`config.mk`:
```
export PLATFORM = sky130hd
export DESIGN_NAME = lfsr_pair_gen
export DESIGN_NICKNAME = d
export VERILOG_FILES = /design/src/rtl/lfsr_pair_gen.sv
export SDC_FILE = /design/constraint.sdc
export NUM_CORES = 1
export LEC_CHECK = 0
export ABC_CLOCK_PERIOD_IN_PS = 1700
export BUFFER_PORTS_ARGS = -buffer_cell sky130_fd_sc_hd__buf_2
export CORE_ASPECT_RATIO = 1.4
export CORE_UTILIZATION = 35
export DETAILED_ROUTE_END_ITERATION = 8
export GPL_TIMING_DRIVEN = 1
export SYNTH_ARGS = -nofsm -noshare
export SYNTH_HDL_FRONTEND = slang
export SYNTH_SLANG_ARGS = --single-unit
export TNS_END_PERCENT = 100
```
`constraint.sdc`:
```
create_clock -name clk -period 1.7 [get_ports clk]
set_clock_uncertainty 0.05 [all_clocks]
set_input_delay 0.34 -clock clk [delete_from_list [all_inputs] [get_ports clk]]
set_output_delay 0.34 -clock clk [all_outputs]
set_load 0.1 [all_outputs]
```
`src/rtl/lfsr_pair_gen.sv`:
```
// Operand-pair generator: two 4-bit Fibonacci LFSRs stepped in lockstep,
// presented over a valid/ready handshake with an IDLE/RUN/DONE run controller.
module lfsr_pair_gen #(
    parameter logic [3:0]  TAPS      = 4'b1100,
    parameter int unsigned MAX_PAIRS = 16
) (
    input  logic       clk,
    input  logic       rst,
    input  logic       seed_we,
    input  logic [3:0] seed_a,
    input  logic [3:0] seed_b,
    input  logic       start,
    input  logic       stop,
    input  logic       out_ready,
    output logic       out_valid,
    output logic [3:0] out_a,
    output logic [3:0] out_b,
    output logic       done,
    output logic [7:0] gen_cnt,
    output logic       seed_fix
);

    typedef enum logic [1:0] {
        S_IDLE = 2'd0,
        S_RUN  = 2'd1,
        S_DONE = 2'd2
    } state_e;

    localparam logic       LIMITED  = (MAX_PAIRS != 0);
    localparam logic [7:0] MAX_CNT  = MAX_PAIRS[7:0];
    localparam logic [3:0] RST_A    = 4'b0001;
    localparam logic [3:0] RST_B    = 4'b1000;
    localparam logic [3:0] ZERO_SUB = 4'b0001;

    // A non-default tap mask could map 4'b1000 onto zero; the guard keeps
    // the lock-up state unreachable for any TAPS value.
    function automatic logic [3:0] lfsr_step(input logic [3:0] s);
        logic [3:0] n;
        n = {s[2:0], ^(s & TAPS)};
        return (n == 4'b0000) ? ZERO_SUB : n;
    endfunction

    function automatic logic [3:0] seed_clean(input logic [3:0] s);
        return (s == 4'b0000) ? ZERO_SUB : s;
    endfunction

    state_e     state_q, state_d;
    logic [3:0] a_q, a_d;
    logic [3:0] b_q, b_d;
    logic [7:0] cnt_q, cnt_d;
    logic       fix_q, fix_d;

    logic       handshake;
    logic [7:0] cnt_inc;

    assign handshake = (state_q == S_RUN) && out_ready;
    assign cnt_inc   = (cnt_q == 8'hFF) ? 8'hFF : cnt_q + 8'd1;

    // NOTE: every variable gets its hold value before the case statement so
    // no path leaves it unassigned, which would otherwise infer a latch.
    always_comb begin
        state_d = state_q;
        a_d     = a_q;
        b_d     = b_q;
        cnt_d   = cnt_q;
        fix_d   = fix_q;

        unique case (state_q)
            S_IDLE, S_DONE: begin
                if (seed_we) begin
                    a_d = seed_clean(seed_a);
                    b_d = seed_clean(seed_b);
                    if ((seed_a == 4'b0000) || (seed_b == 4'b0000)) begin
                        fix_d = 1'b1;
                    end
                end
                if (start) begin
                    state_d = S_RUN;
                    cnt_d   = 8'd0;
                end
            end

            S_RUN: begin
                if (handshake) begin
                    a_d   = lfsr_step(a_q);
                    b_d   = lfsr_step(b_q);
                    cnt_d = cnt_inc;
                    // Completion outranks a coincident stop.
                    if (LIMITED && (cnt_inc == MAX_CNT)) begin
                        state_d = S_DONE;
                    end else if (stop) begin
                        state_d = S_IDLE;
                    end
                end else if (stop) begin
                    state_d = S_IDLE;
                end
            end

            default: state_d = S_IDLE;
        endcase
    end

    // NOTE: sequential state uses non-blocking assignments so all registers
    // sample their next value from the same pre-edge snapshot.
    always_ff @(posedge clk) begin
        if (rst) begin
            state_q <= S_IDLE;
            a_q     <= RST_A;
            b_q     <= RST_B;
            cnt_q   <= 8'd0;
            fix_q   <= 1'b0;
        end else begin
            state_q <= state_d;
            a_q     <= a_d;
            b_q     <= b_d;
            cnt_q   <= cnt_d;
            fix_q   <= fix_d;
        end
    end

    assign out_valid = (state_q == S_RUN);
    assign done      = (state_q == S_DONE);
    assign out_a     = a_q;
    assign out_b     = b_q;
    assign gen_cnt   = cnt_q;
    assign seed_fix  = fix_q;

endmodule

```
==> summary.md <==
| Metric | Value |
|---|---|
| Die Width | around 50 microns |
| Clk slew on worst S/H paths | approximately 0.07 ns |
| TNS Setup | -0.0917 ns |
| RSZ-0062 raised after global routing | yes |
| First-pass GRT wire length | 4420 microns |
| GR Util All Layers | 18.2% |
| Share of cells above drive strength 1 | 42.2% |
| HP Class | in -> reg |
| DRC errors left | 0 |
| Dominant synthesized flop cell | dfxtp_1 |
| Max Used Layer | met4 |
| Leading area contributor after synthesis | dfxtp_1 |
| DR vias/cell | 5.15 |
| Fin area | 0.00149 sq mm |
| Clk_lat worst skew | about 0.26 ns |
| Die Ht | 67.2 microns |
| Average size of a mapped cell | 7.60 sq um |
| Std-Cell Rows | 23 |
| Drt first pass iters | 4 |
| Most common cell after layout, fill and taps aside | buf_2 |
| Bufs and invs on worst path | 0 |
| Netlist Area Pre-Place | 0.00106 sq mm |
| Required @ worst endpoint | 1.80 ns |
| Post-synth EDFFs | 0 |
| CP cell instances | nand3_4, nor3_4, mux2_4, or4_4, o211a_1 |
| P_leak | slightly below 0.0007 uW |
| Post-CTS Setup Inserts | 0 |
| Slack of the critical path | -0.0648 ns |
| Final hold violation count | 0 |
| Rel. slew slack | 67.6% |
| Max-slew violation count | 0 |
| Bufs on Longest Clock Path | 2 |
| Cells after Synth | 140 |
| Commonest cells after routing, fill and taps aside | buf_2 (31), nand2_1 (24), nor2_1 (17) |
| Layout Utilization | 51.8% |
| Synth warn | 0 |
| Worst Setup Start Kind | flop |
| Worst-path fanout max | 3 |
| Slowest stage delay, CP | between 0.5 and 0.6 ns |
| Drt wl/cell | 12.6 microns |
| Max Cap Violations | 0 |
| Num CTS Buffers | 3 |
| Period minus WS final | 1.76 ns |
| Fillers | 306 |
| Remaining Overflow, GRT | 0 |
| # port buffers | 32 |
| Slowest CP cell | or4_4 |
| Part of the cycle the worst path needs | 104% |
| DR vias | around 1,100 |
| Synth Net Count | 155 |
| Core area | 0.00288 sq mm |
| Final Power | 1140 uW |
| CP top delay family | simple AND/OR/NAND/NOR gates |
| Synth Register Bits | 19 |
| Library cells used by synthesis | 40 |
| Critical path capture point type | flop |
| Routability cong. | 0.884 |
| Post-synthesis async set-or-reset flop share | 0% |
| Root Buffer | clkbuf_8 |
| Initial antenna violation count | 0 |
| Top-area cell type share of the netlist area | 35.8% |
| Initial core utilization | 37.0% |
| WL met2 | between 1000 and 1500 microns |
| H-tree levels | 1 |
| Starting DRT DRC Count | 37 |
| Post-DP HPWL | 2220 microns |
| Worst-Margin Slew | 0.490 ns |
| Largest net degree at the start of global routing | 18 |
| Diodes inserted | 0 |
| Endpoints failing setup | 2 |
| Final nets | 201 |
| Arrival time at the worst endpoint | 1.87 ns |
| Pre-CTS WS | -0.0641 ns |
| CTS tree | yes |
| Vias in the first global route | 1,007 |
| Number of top-level pins | 33 |
| Crit path kind | reg -> reg |
| Post-Place Cell Area | 0.00142 sq mm |
| Metal1 wirelength | 1150 microns |
| Largest cells by area after synthesis | dfxtp_1 (36%), nand2_1 (9.5%), a21oi_1 (6.1%), nor2_1 (6.0%), a311oi_1 (4.1%) |
| Die area | 0.00327 sq mm |
| Max IR drop VDD | 0.000494 V |
| Sequential area share after synthesis | 35.8% |
| Met3 wire length | 112 microns |
| Outcome | finished with violations |
| Area growth, synth to finish | 40.1% |
| FMAX | 567 MHz |
| Routed wire length | 2810 microns |
| TritonCTS sink count | 19 |
| Final antenna-violating net count | 0 |
| Pwr dens | 762 mW/mm^2 |
| Failing checks | negative setup slack |
==> final timing paths <==
path | startpoint | cells after the start | slack, ns | end
worst max-delay path | gen_cnt[0] | 5 | -0.06 | state_q[0]
worst min-delay path | start | 3 | 0.31 | state_q[1]
worst max register to register | gen_cnt[0] | 5 | -0.06 | state_q[0]
worst min register to register | seed_fix | 2 | 0.42 | seed_fix
==> synth_stat cells, types with 2 or more instances <==
| cell | instances |
|---|---|
| nand2b_1 | 4 |
| nor2b_1 | 3 |
| and2_1 | 2 |
| or4_1 | 2 |
| a21oi_1 | 13 |
| buf_2 | 3 |
| a311oi_1 | 5 |
| nand3_1 | 3 |
| dfxtp_1 | 19 |
| inv_1 | 3 |
| nor3_1 | 4 |
| o21ai_0 | 6 |
| nor2_1 | 17 |
| buf_4 | 2 |
| o21ai_1 | 3 |
| nand2_1 | 27 |
==> sequential cells by signal, summed over array words and instances, names as in the netlist <==
register  count
gen_cnt       8
out_a         4
out_b         4
state_q       2
seed_fix      1
==> stage by stage <==
stage | instances | hold slack [ns]
after floorplan | 140 | 0.443
after global placement | 218 | 0.401
after detailed placement | 218 | 0.413
after CTS | 222 | 0.311
after global routing | 222 | 0.313
final | 222 | 0.306
==> area by class of cell <==
type / instances / area, sq um / area share, %
Clock buffer: 3 / 41.3 / 2.77
Clock inverter: 1 / 5.00 / 0.336
Inverter: 4 / 15.0 / 1.01
Multi-Input combinational cell: 110 / 677 / 45.4
Sequential cell: 19 / 410 / 27.5
Tap cell: 37 / 46.3 / 3.11
Timing Repair Buffer: 48 / 295 / 19.8
==> cells by family (layout without fill, tap and decap cells) <==
logic type      Yosys count  in the layout  synth area share (%)
compound gates           35             35                  20.7
xor+xnor                  1              1                 0.824
fa+ha+maj                 1              1                  1.18
buf+inv                  11             56                  5.65
flops                    19             19                  35.8
mux                       2              2                  2.35
simple gates             71             71                  33.5
==> power breakdown <==
group          internal [uW]  switching [uW]  total (uW)
Combinational           83.6             252         336
Clock                    163             156         319
Sequential               458            22.8         481
Total                    705             431        1140
==> metal layers <==
layer	GRT usage, %	up-vias
li1	-	579
met3	2.48	5
met2	36.3	31
met1	18.2	528
met4	10.3	0
met5	0	-
==> repair_timing <==
action | CTS | global route
pin swaps | 1 | 3
setup endpoints to repair | 2 | 2
hold buffers | 0 | 0
resized for setup | 3 | 3
hold endpoints to repair | 0 | 0
==> tightest hold or removal path, cell delays in order <==
cell,delay (ns)
buf_2,0.08
or2b_2,0.11
a21oi_2,0.04
Power figures use the tool's default switching activity.
